$ cat src/rtl/grid_cursor_ctrl_pkg.sv
// Shared types and helpers for the battleship cursor/placement controller.
//   cursor_state_t : controller FSM states (IDLE, REQ, DONE)
//   coord_step     : one cursor step along an axis, saturating or wrapping
package battleship_pkg;

  localparam int unsigned DEF_ROWS      = 5;
  localparam int unsigned DEF_COLS      = 5;
  localparam int unsigned DEF_MAX_SHIPS = 8;
  localparam int unsigned DEF_ROW_W     = $clog2(DEF_ROWS);
  localparam int unsigned DEF_COL_W     = $clog2(DEF_COLS);
  localparam int unsigned DEF_SHIP_W    = $clog2(DEF_MAX_SHIPS + 1);

  typedef enum logic [1:0] {
    IDLE = 2'd0,
    REQ  = 2'd1,
    DONE = 2'd2
  } cursor_state_t;

  // dec=1 steps towards 0, dec=0 steps towards max_idx.
  function automatic int unsigned coord_step(input int unsigned cur,
                                             input int unsigned max_idx,
                                             input logic        dec,
                                             input logic        wrap_en);
    if (dec) begin
      if (cur == 32'd0) return wrap_en ? max_idx : 32'd0;
      return cur - 32'd1;
    end
    if (cur >= max_idx) return wrap_en ? 32'd0 : max_idx;
    return cur + 32'd1;
  endfunction

endpackage

$ cat src/rtl/grid_cursor_ctrl_if.sv
// Placement request channel between the cursor controller and board memory.
//   place_valid : request pending (master -> slave)
//   place_row   : requested row, stable while place_valid
//   place_col   : requested column, stable while place_valid
//   place_ready : board memory accepts the request (slave -> master)
interface grid_cursor_ctrl_if #(
  parameter int unsigned ROW_W = 3,
  parameter int unsigned COL_W = 3
);
  logic             place_valid;
  logic             place_ready;
  logic [ROW_W-1:0] place_row;
  logic [COL_W-1:0] place_col;

  modport master (output place_valid, place_row, place_col, input place_ready);
  modport slave  (input place_valid, place_row, place_col, output place_ready);
endinterface

$ cat src/rtl/grid_cursor_ctrl_btn_conditioner.sv
// Push-button conditioner: 2-flop synchroniser, press-edge detect, optional
// auto-repeat while held. step_o is a registered one-cycle pulse.
//   clk, rst : clock, synchronous active-high reset
//   btn_n_i  : asynchronous active-low button
//   step_o   : step pulse (press, then repeats while held if enabled)
module btn_conditioner #(
  parameter bit          REPEAT_EN     = 1'b1,
  parameter int unsigned REPEAT_DELAY  = 25000000,
  parameter int unsigned REPEAT_PERIOD = 6250000
) (
  input  logic clk,
  input  logic rst,
  input  logic btn_n_i,
  output logic step_o
);
  localparam int unsigned CNT_MAX = (REPEAT_DELAY > REPEAT_PERIOD) ? REPEAT_DELAY : REPEAT_PERIOD;
  localparam int unsigned CNT_W   = (CNT_MAX > 1) ? $clog2(CNT_MAX) : 1;
  localparam logic [CNT_W-1:0] DLY_LAST = CNT_W'((REPEAT_DELAY > 0) ? REPEAT_DELAY - 1 : 0);
  localparam logic [CNT_W-1:0] PER_LAST = CNT_W'((REPEAT_PERIOD > 0) ? REPEAT_PERIOD - 1 : 0);
  localparam bit RPT = REPEAT_EN && (REPEAT_DELAY > 0);

  logic             sync1_q, sync2_q, held_q, step_q, rpt_q;
  logic             rpt_d, step_d, held, press;
  logic [CNT_W-1:0] cnt_q, cnt_d;

  assign held  = ~sync2_q;
  assign press = held & ~held_q;

  // cnt_q counts cycles since the last pulse; the first repeat waits
  // REPEAT_DELAY, later ones REPEAT_PERIOD. Release clears everything.
  always_comb begin
    cnt_d  = '0;
    rpt_d  = 1'b0;
    step_d = press;
    if (RPT && held && !press) begin
      rpt_d = rpt_q;
      if (cnt_q == (rpt_q ? PER_LAST : DLY_LAST)) begin
        step_d = 1'b1;
        rpt_d  = 1'b1;
      end else begin
        cnt_d = cnt_q + 1'b1;
      end
    end
  end

  always_ff @(posedge clk) begin
    if (rst) begin
      sync1_q <= 1'b1;
      sync2_q <= 1'b1;
      held_q  <= 1'b0;
      step_q  <= 1'b0;
      rpt_q   <= 1'b0;
      cnt_q   <= '0;
    end else begin
      sync1_q <= btn_n_i;
      sync2_q <= sync1_q;
      held_q  <= held;
      step_q  <= step_d;
      rpt_q   <= rpt_d;
      cnt_q   <= cnt_d;
    end
  end

  assign step_o = step_q;
endmodule

$ cat src/rtl/grid_cursor_ctrl.sv
// Board cursor and ship-placement controller.
//   clk, rst      : clock, synchronous active-high reset
//   btn_*_n       : active-low up/down/left/right/select buttons (async)
//   ships_total   : number of ships to place (sampled in IDLE)
//   place_if      : placement request channel (valid/ready, row/col payload)
//   row, col      : cursor position for the renderer
//   ships_placed  : accepted placements
//   done          : all ships placed
module grid_cursor_ctrl
  import battleship_pkg::*;
#(
  parameter int unsigned ROWS          = DEF_ROWS,
  parameter int unsigned COLS          = DEF_COLS,
  parameter bit          WRAP          = 1'b0,
  parameter int unsigned REPEAT_DELAY  = 25000000,
  parameter int unsigned REPEAT_PERIOD = 6250000,
  parameter int unsigned MAX_SHIPS     = DEF_MAX_SHIPS,
  localparam int unsigned ROW_W  = $clog2(ROWS),
  localparam int unsigned COL_W  = $clog2(COLS),
  localparam int unsigned SHIP_W = $clog2(MAX_SHIPS + 1)
) (
  input  logic                clk,
  input  logic                rst,
  input  logic                btn_up_n,
  input  logic                btn_down_n,
  input  logic                btn_left_n,
  input  logic                btn_right_n,
  input  logic                btn_sel_n,
  input  logic [SHIP_W-1:0]   ships_total,
  grid_cursor_ctrl_if.master  place_if,
  output logic [ROW_W-1:0]    row,
  output logic [COL_W-1:0]    col,
  output logic [SHIP_W-1:0]   ships_placed,
  output logic                done
);
  logic step_up, step_down, step_left, step_right, step_sel;

  btn_conditioner #(.REPEAT_EN(1'b1), .REPEAT_DELAY(REPEAT_DELAY), .REPEAT_PERIOD(REPEAT_PERIOD))
    u_up    (.clk(clk), .rst(rst), .btn_n_i(btn_up_n),    .step_o(step_up));
  btn_conditioner #(.REPEAT_EN(1'b1), .REPEAT_DELAY(REPEAT_DELAY), .REPEAT_PERIOD(REPEAT_PERIOD))
    u_down  (.clk(clk), .rst(rst), .btn_n_i(btn_down_n),  .step_o(step_down));
  btn_conditioner #(.REPEAT_EN(1'b1), .REPEAT_DELAY(REPEAT_DELAY), .REPEAT_PERIOD(REPEAT_PERIOD))
    u_left  (.clk(clk), .rst(rst), .btn_n_i(btn_left_n),  .step_o(step_left));
  btn_conditioner #(.REPEAT_EN(1'b1), .REPEAT_DELAY(REPEAT_DELAY), .REPEAT_PERIOD(REPEAT_PERIOD))
    u_right (.clk(clk), .rst(rst), .btn_n_i(btn_right_n), .step_o(step_right));
  btn_conditioner #(.REPEAT_EN(1'b0), .REPEAT_DELAY(REPEAT_DELAY), .REPEAT_PERIOD(REPEAT_PERIOD))
    u_sel   (.clk(clk), .rst(rst), .btn_n_i(btn_sel_n),   .step_o(step_sel));

  cursor_state_t     state_q, state_d;
  logic [ROW_W-1:0]  row_q, row_d, prow_q, prow_d;
  logic [COL_W-1:0]  col_q, col_d, pcol_q, pcol_d;
  logic [SHIP_W-1:0] ships_q, ships_d;
  logic              valid_q, valid_d, done_q, done_d;

  always_comb begin
    state_d = state_q;
    row_d   = row_q;
    col_d   = col_q;
    prow_d  = prow_q;
    pcol_d  = pcol_q;
    ships_d = ships_q;
    valid_d = valid_q;
    done_d  = done_q;

    // Opposing directions in the same cycle cancel on that axis.
    if (state_q != REQ) begin
      if (step_up ^ step_down)
        row_d = ROW_W'(coord_step(32'(row_q), ROWS - 1, step_up, WRAP));
      if (step_left ^ step_right)
        col_d = COL_W'(coord_step(32'(col_q), COLS - 1, step_left, WRAP));
    end

    unique case (state_q)
      IDLE: begin
        // Completion wins over select so ships_placed cannot pass ships_total.
        if (ships_q >= ships_total) begin
          state_d = DONE;
          done_d  = 1'b1;
        end else if (step_sel) begin
          prow_d  = row_q;
          pcol_d  = col_q;
          valid_d = 1'b1;
          state_d = REQ;
        end
      end
      REQ: begin
        if (place_if.place_ready) begin
          valid_d = 1'b0;
          ships_d = ships_q + 1'b1;
          state_d = IDLE;
        end
      end
      DONE:    ;
      default: state_d = IDLE;
    endcase
  end

  always_ff @(posedge clk) begin
    if (rst) begin
      state_q <= IDLE;
      row_q   <= '0;
      col_q   <= '0;
      prow_q  <= '0;
      pcol_q  <= '0;
      ships_q <= '0;
      valid_q <= 1'b0;
      done_q  <= 1'b0;
    end else begin
      state_q <= state_d;
      row_q   <= row_d;
      col_q   <= col_d;
      prow_q  <= prow_d;
      pcol_q  <= pcol_d;
      ships_q <= ships_d;
      valid_q <= valid_d;
      done_q  <= done_d;
    end
  end

  assign row                  = row_q;
  assign col                  = col_q;
  assign ships_placed         = ships_q;
  assign done                 = done_q;
  assign place_if.place_valid = valid_q;
  assign place_if.place_row   = prow_q;
  assign place_if.place_col   = pcol_q;
endmodule
$ cat src/flat_wrapper.sv
// flat-port wrapper written by rule: the top's interface ports become plain ports
module grid_cursor_ctrl_flat import battleship_pkg::*;
#(
  parameter int unsigned ROWS          = DEF_ROWS,
  parameter int unsigned COLS          = DEF_COLS,
  parameter bit          WRAP          = 1'b0,
  parameter int unsigned REPEAT_DELAY  = 25000000,
  parameter int unsigned REPEAT_PERIOD = 6250000,
  parameter int unsigned MAX_SHIPS     = DEF_MAX_SHIPS,
  localparam int unsigned ROW_W  = $clog2(ROWS),
  localparam int unsigned COL_W  = $clog2(COLS),
  localparam int unsigned SHIP_W = $clog2(MAX_SHIPS + 1)
)
  (clk, rst, btn_up_n, btn_down_n, btn_left_n, btn_right_n, btn_sel_n, ships_total, row, col, ships_placed, done, place_if_place_valid, place_if_place_row, place_if_place_col, place_if_place_ready);
  grid_cursor_ctrl_if place_if_i ();
  input  logic clk;
  input  logic rst;
  input  logic btn_up_n;
  input  logic btn_down_n;
  input  logic btn_left_n;
  input  logic btn_right_n;
  input  logic btn_sel_n;
  input  logic [SHIP_W-1:0] ships_total;
  output logic [ROW_W-1:0] row;
  output logic [COL_W-1:0] col;
  output logic [SHIP_W-1:0] ships_placed;
  output logic done;
  output wire logic [$bits(place_if_i.place_valid)-1:0] place_if_place_valid;
  output wire logic [$bits(place_if_i.place_row)-1:0] place_if_place_row;
  output wire logic [$bits(place_if_i.place_col)-1:0] place_if_place_col;
  input wire logic [$bits(place_if_i.place_ready)-1:0] place_if_place_ready;
  assign place_if_place_valid = place_if_i.place_valid;
  assign place_if_place_row = place_if_i.place_row;
  assign place_if_place_col = place_if_i.place_col;
  assign place_if_i.place_ready = place_if_place_ready;
  grid_cursor_ctrl #(.ROWS(ROWS), .COLS(COLS), .WRAP(WRAP), .REPEAT_DELAY(REPEAT_DELAY), .REPEAT_PERIOD(REPEAT_PERIOD), .MAX_SHIPS(MAX_SHIPS)) u_core (.clk(clk), .rst(rst), .btn_up_n(btn_up_n), .btn_down_n(btn_down_n), .btn_left_n(btn_left_n), .btn_right_n(btn_right_n), .btn_sel_n(btn_sel_n), .ships_total(ships_total), .place_if(place_if_i), .row(row), .col(col), .ships_placed(ships_placed), .done(done));
endmodule
$ cat config.mk
export PLATFORM = sky130hd
export DESIGN_NAME = grid_cursor_ctrl_flat
export DESIGN_NICKNAME = d
export VERILOG_FILES = /design/src/rtl/grid_cursor_ctrl_pkg.sv /design/src/rtl/grid_cursor_ctrl_if.sv /design/src/rtl/grid_cursor_ctrl_btn_conditioner.sv /design/src/rtl/grid_cursor_ctrl.sv /design/src/flat_wrapper.sv
export SDC_FILE = /design/constraint.sdc
export NUM_CORES = 1
export LEC_CHECK = 0
export CAP_MARGIN = 20
export CORE_MARGIN = 3
export CORE_UTILIZATION = 60
export DETAILED_ROUTE_END_ITERATION = 10
export PLACE_DENSITY_LB_ADDON = 0.25
export SLEW_MARGIN = 20
export SYNTH_ARGS = -nofsm -noshare
export SYNTH_HDL_FRONTEND = slang
export SYNTH_SLANG_ARGS = --single-unit
$ cat constraint.sdc
create_clock -name clk -period 3.1 [get_ports clk]
set_clock_uncertainty 0.15 [all_clocks]
set_input_delay 0.62 -clock clk [delete_from_list [all_inputs] [get_ports clk]]
set_output_delay 0.62 -clock clk [all_outputs]
set_load 0.01 [all_outputs]
# Word-level counts from Yosys, hierarchy flattened
# Cells that the tools add are included.
dict set report op_classes {
  n_addsub 9
  n_lt_le_gt_ge 3
  n_eq_ne 11
  mux 52
  n_bitwise 23
  reduce_logical 27
}
# cell n
set op_table {}
lappend op_table {{$add A25 B1 Y25 const B} 4}
lappend op_table {{$eq A25 B25 Y1} 4}
lappend op_table {{$mux W25} 4}
lappend op_table {{$mux W1} 33}
lappend op_table {{$mux W3} 10}
lappend op_table {{$not A1 Y1} 16}
lappend op_table {{$reduce_or A3 Y1} 4}
lappend op_table {{$reduce_and A2 Y1} 4}
lappend op_table {{$reduce_or A2 Y1} 4}
lappend op_table {{$add A3 B1 Y3 const B} 2}
lappend op_table {{$ge A3 B3 Y1 const B} 2}
lappend op_table {{$logic_not A3 Y1} 2}
lappend op_table {{$mux W2} 3}
lappend op_table {{$ne A2 B2 Y1 const B} 3}
lappend op_table {{$pmux W2 S3} 1}
lappend op_table {{$reduce_and A3 Y1} 2}
lappend op_table {{$sub A3 B1 Y3 const B} 2}
lappend op_table {{$and A1 B1 Y1} 5}
lappend op_table {{$add A4 B1 Y4 const B} 1}
lappend op_table {{$ge A4 B4 Y1} 1}
lappend op_table {{$logic_and A1 B1 Y1} 4}
lappend op_table {{$logic_not A1 Y1} 4}
lappend op_table {{$reduce_and A4 Y1} 1}
lappend op_table {{$ne A3 B2 Y1 const B} 1}
lappend op_table {{other kinds (7)} 8}
dict set report word_totals {
  regBits 144
  input_bits 12
  wordCells 161
}

# Logic depth before layout (Yosys ltp)
dict set report logic_depth {
  word_depth 10
  depth_mapped 7
  depth_no_buf 7
}

# Cells and area by module
# A second synthesis with hierarchy kept.
dict set report hier_totals {
  cells_unflattened 746
  hier_area_um2 6911.6
}
# mod n_inst cells_each area_per_inst_um2 seq_area_each_um2
set by_module_without_submodules {}
lappend by_module_without_submodules {{btn_conditioner at u_core.u_down ...} 4 153 1405.1 600.6}
lappend by_module_without_submodules {grid_cursor_ctrl 1 126 1189.9 400.4}
lappend by_module_without_submodules {{btn_conditioner at u_core.u_sel} 1 8 101.3 80.1}

# Least setup slack after synthesis
# No wires, ideal clock.
dict set report synth_path {
  path_kind {input to register}
  startpoint {in ships_total[0]}
  endpoint {reg u_core.pcol_q[0], in the netlist u_core.place_if.place_col[0]}
  setup_time_ns 0.128
  arrival_ns 2.155
  t_required_ns 2.822
  slack_ns 0.667
  path_stages 6
  path_cell_list {ha_1 -> nand2b_1 -> a2111oi_0 -> o211ai_1 -> mux2i_1 -> nor2_1}
}
dict set report synth_between {
  elab_chain_cells 3
}
# element line
set synth_rtl {}
lappend synth_rtl {{from (decl)} flat_wrapper.sv:23} ;# input logic [SHIP_W-1:0] ships_total;
lappend synth_rtl {{$ge A4 B4 Y1} grid_cursor_ctrl.sv:76} ;# if (ships_q >= ships_total) begin
lappend synth_rtl {{$not A1 Y1 (no line)} -}
lappend synth_rtl {{$reduce_and A3 Y1 (no line)} -}
lappend synth_rtl {{to (signal assigned)} grid_cursor_ctrl.sv:113} ;# pcol_q <= pcol_d;
lappend synth_rtl {{to (decl)} grid_cursor_ctrl.sv:51} ;# logic [COL_W-1:0] col_q, col_d, pcol_q, pcol_d;
# No other way between the ends.
# A chain may end at the register's enable or synchronous reset.

# Final worst setup path
dict set report layout_path {
  startpoint {reg u_core.u_up.cnt_q[0]}
  endpoint {reg u_core.u_up.cnt_q[8]}
}
dict set report layout_between {
  elab_chain_cells 2
  word_cells_on_any_way 3
}
# element line
set layout_rtl {}
lappend layout_rtl {{from (decl)} grid_cursor_ctrl_btn_conditioner.sv:24} ;# logic [CNT_W-1:0] cnt_q, cnt_d;
lappend layout_rtl {{from (signal assigned)} grid_cursor_ctrl_btn_conditioner.sv:60} ;# cnt_q <= cnt_d;
lappend layout_rtl {{parallel branches: the longest is 2 deep, another holds $add A25 B1 Y25} -}
# Several ways; the timed one is not identified.

==> flow_summary.toml <==
[worst_setup_path]
r2r-start = "u_core.u_up.cnt_q[0]$_SDFF_PP0_"
critPathKind = "flip-flop to flip-flop"
critPathRequiredTime_ns = 3.34
cp.arrival_ns = 2.99
crit_family = "simple AND/OR/NAND/NOR gates"
r2r_end = "u_core.u_up.cnt_q[8]$_SDFF_PP0_"
start_kind = "flip-flop"
cp_max_fo = 25
cpPeakStageDelay_ns = 0.71
crit_path_top_delay_cell = "a21o_1"
regToRegSetupSlack_ns = 0.35
r2r_cells = 6
critical_path_buf_inv_count = 0
cp_cell_sequence = "ha_1 -> nand3_1 -> or4_1 -> nor4_1 -> a21o_1 -> nor2_1"
cp-end-kind = "flip-flop"

[timing]
report.final.hold_viol_count = 0
whs_ns = 0.2520
setup-tns-final_ns = 0
relSlewSlack_pct = 41.79
fin_crit_ns = 2.752
final-setup-viol-count = 0
maxSlewViolCount = 0
tightest_slew_ns = 0.8610
rsz0062_at_grt = "false"
period_share_pct = 88.77
fmaxAchievable_mhz = 363.4

[synthesis]
synth_fp_nets = 735
syn_inst = 708
syn_avg_cell_area_um2 = 8.762
synth_edf_count = 0
synthFlopType = "dfxtp_1"
ys_warn_count = 0
synth_area_um2 = 6203
ys_ff_latch = 144
ys_types = 45
async_flop_share_pct = 0
yosysSeqAreaShare_pct = 46.47

[layout]
multi_input_area_um2 = 3139
design_area_um2 = 7168
seqCellArea_um2 = 2883
layout_common_cells = "145 x nor2_1, 144 x dfxtp_1, 53 x xor2_1, 49 x nand2_1, 45 x nand3_1"
drive_above_1_share_pct = 7.407
final_common_cell = "nor2_1"
fill_cells = 744
n_antenna_cell = 0
final_nets = 770
syn_to_final_growth_pct = 15.55

[place]
dpl_cell_area_um2 = 6610
place_congestion = 0.8302
portBuffers = 29
post-dp-hpwl_um = 8185

[floorplan]
die_h_um = 107.7
die_w_um = 107.7
core_um2 = 9910
die_area_um2 = 11600
initial_utilization_pct = 62.60
rows = 36
ios = 30

[worst_hold_path]
min_from = "u_core.u_down.sync2_q$_SDFF_PP1_"
hold_end = "u_core.u_down.held_q$_SDFF_PP0_"
hold_depth = 1
holdCritPathClass = "flip-flop to flip-flop"

[routing]
wl_per_cell_um = 13.60
via_per_inst = 5.535
vias = 4921
routed_wl_um = 12090
drc = 0
dr.pass1.iters = 4
antenna_left = 0
drtIter0Drc = 224

[clocking]
cts_setup_buffers = 0
cts_tree = "done"
root_buffer = "clkbuf_8"
clock_sinks = 144
cts_made_buffers = 17
post_cts_resized = 0
h-tree-depth = 4
clk_latency_ns = 0.53
cts_hold_buf = 0
clkTransAtPathRegs_ns = 0.06
clockBufferDepth = 2

[run_status]
status = "finished clean"

[pwr]
total_power_w = 0.003860
p_leak_nw = 2.399
peakVddDrop_v = 0.0003795
powerDensity_nw_per_um2 = 538.5

[global_route]
grt_max_degree = 26
grt_usage_pct = 22.22
grt_pass1_wl_um = 20760
grt_pass1_vias = 4658
antenna_found_initial = 0
grt_overflow = 0

[flow_run]
drv_cap = 0
==> layer usage <==
metal	vias to the layer above	GRT usage (%)	wire length [um]
li1	2471	-	-
met1	2339	27.58	5645
met2	91	36.10	5767
met3	20	6.119	459
met4	0	9.739	221
met5	-	0	0
==> Yosys cell counts, drive strengths merged, types with 7 or more instances <==
cell type	instances	share of area, %
dfxtp	144	46
ha	15	3.0
and3	8	0.81
xnor2	43	6.1
xor2	53	7.5
or2	11	1.1
clkbuf	12	0.73
nor2	147	9.0
inv	25	1.5
nand2b	7	0.71
nor4	16	1.6
a21oi	14	1.1
nand3	45	3.6
or3	7	0.71
nor3	21	1.7
and4	10	1.4
nand2	49	3.0
nand4	26	2.6
==> how the worst max path moves through the flow <==
stage | from | endpoint | slack (ns) | cells past startpoint
2_1_floorplan | ships_total[0] | u_core.place_if.place_col[0]$_SDFFE_PP0P_ | 0.67 | 6
3_3_place_gp | ships_total[0] | u_core.place_if.place_row[1]$_SDFFE_PP0P_ | 0.07 | 7
3_5_place_dp | ships_total[0] | u_core.place_if.place_col[1]$_SDFFE_PP0P_ | 0.03 | 7
4_1_cts | u_core.u_up.cnt_q[0]$_SDFF_PP0_ | u_core.u_up.cnt_q[8]$_SDFF_PP0_ | 0.35 | 6
5_1_grt | u_core.u_up.cnt_q[0]$_SDFF_PP0_ | u_core.u_up.cnt_q[8]$_SDFF_PP0_ | 0.10 | 6
6_report | u_core.u_up.cnt_q[0]$_SDFF_PP0_ | u_core.u_up.cnt_q[8]$_SDFF_PP0_ | 0.35 | 6
==> through the flow <==
step	instances	setup slack, ns	utilization, %
after floorplan	708	0.6675	-
after global placement	857	0.07179	66.70
after detailed placement	857	0.02546	66.70
after CTS	889	0.3512	72.34
after global routing	889	0.1011	72.34
final	889	0.3482	72.34
==> report_power, final <==
group	internal [W]	switching, W
Clock	0.00114	0.000755
Sequential	0.00187	0.0000117
Combinational	0.0000451	0.0000406
Total	0.00305	0.000807
==> logic make-up after synthesis <==
family / after synthesis / share of synthesized area, %
xor+xnor: 96 / 13.55
simple gates: 366 / 28.70
fa+ha+maj: 15 / 3.025
flops: 144 / 46.47
mux: 8 / 1.331
buf+inv: 43 / 2.925
compound gates: 36 / 3.993
==> flip-flops by register name, summed over array words and instances (netlist names), 2 cells and up <==
signal	cells
u_core.place_if.place_col	3
u_core.place_if.place_row	3
u_core.u_right.cnt_q	25
u_core.state_q	2
u_core.u_left.cnt_q	25
u_core.u_up.cnt_q	25
u_core.ships_placed	4
u_core.col	3
u_core.u_down.cnt_q	25
u_core.row	3
==> final cells by class <==
type / instances / area share [%]
Clock buffer: 22 / 6.598
Inverter: 25 / 1.309
Multi-Input combinational cell: 521 / 43.79
Tap cell: 133 / 2.322
Clock inverter: 10 / 1.187
Timing Repair Buffer: 34 / 4.573
Sequential cell: 144 / 40.22
Power figures use the tool's default switching activity.
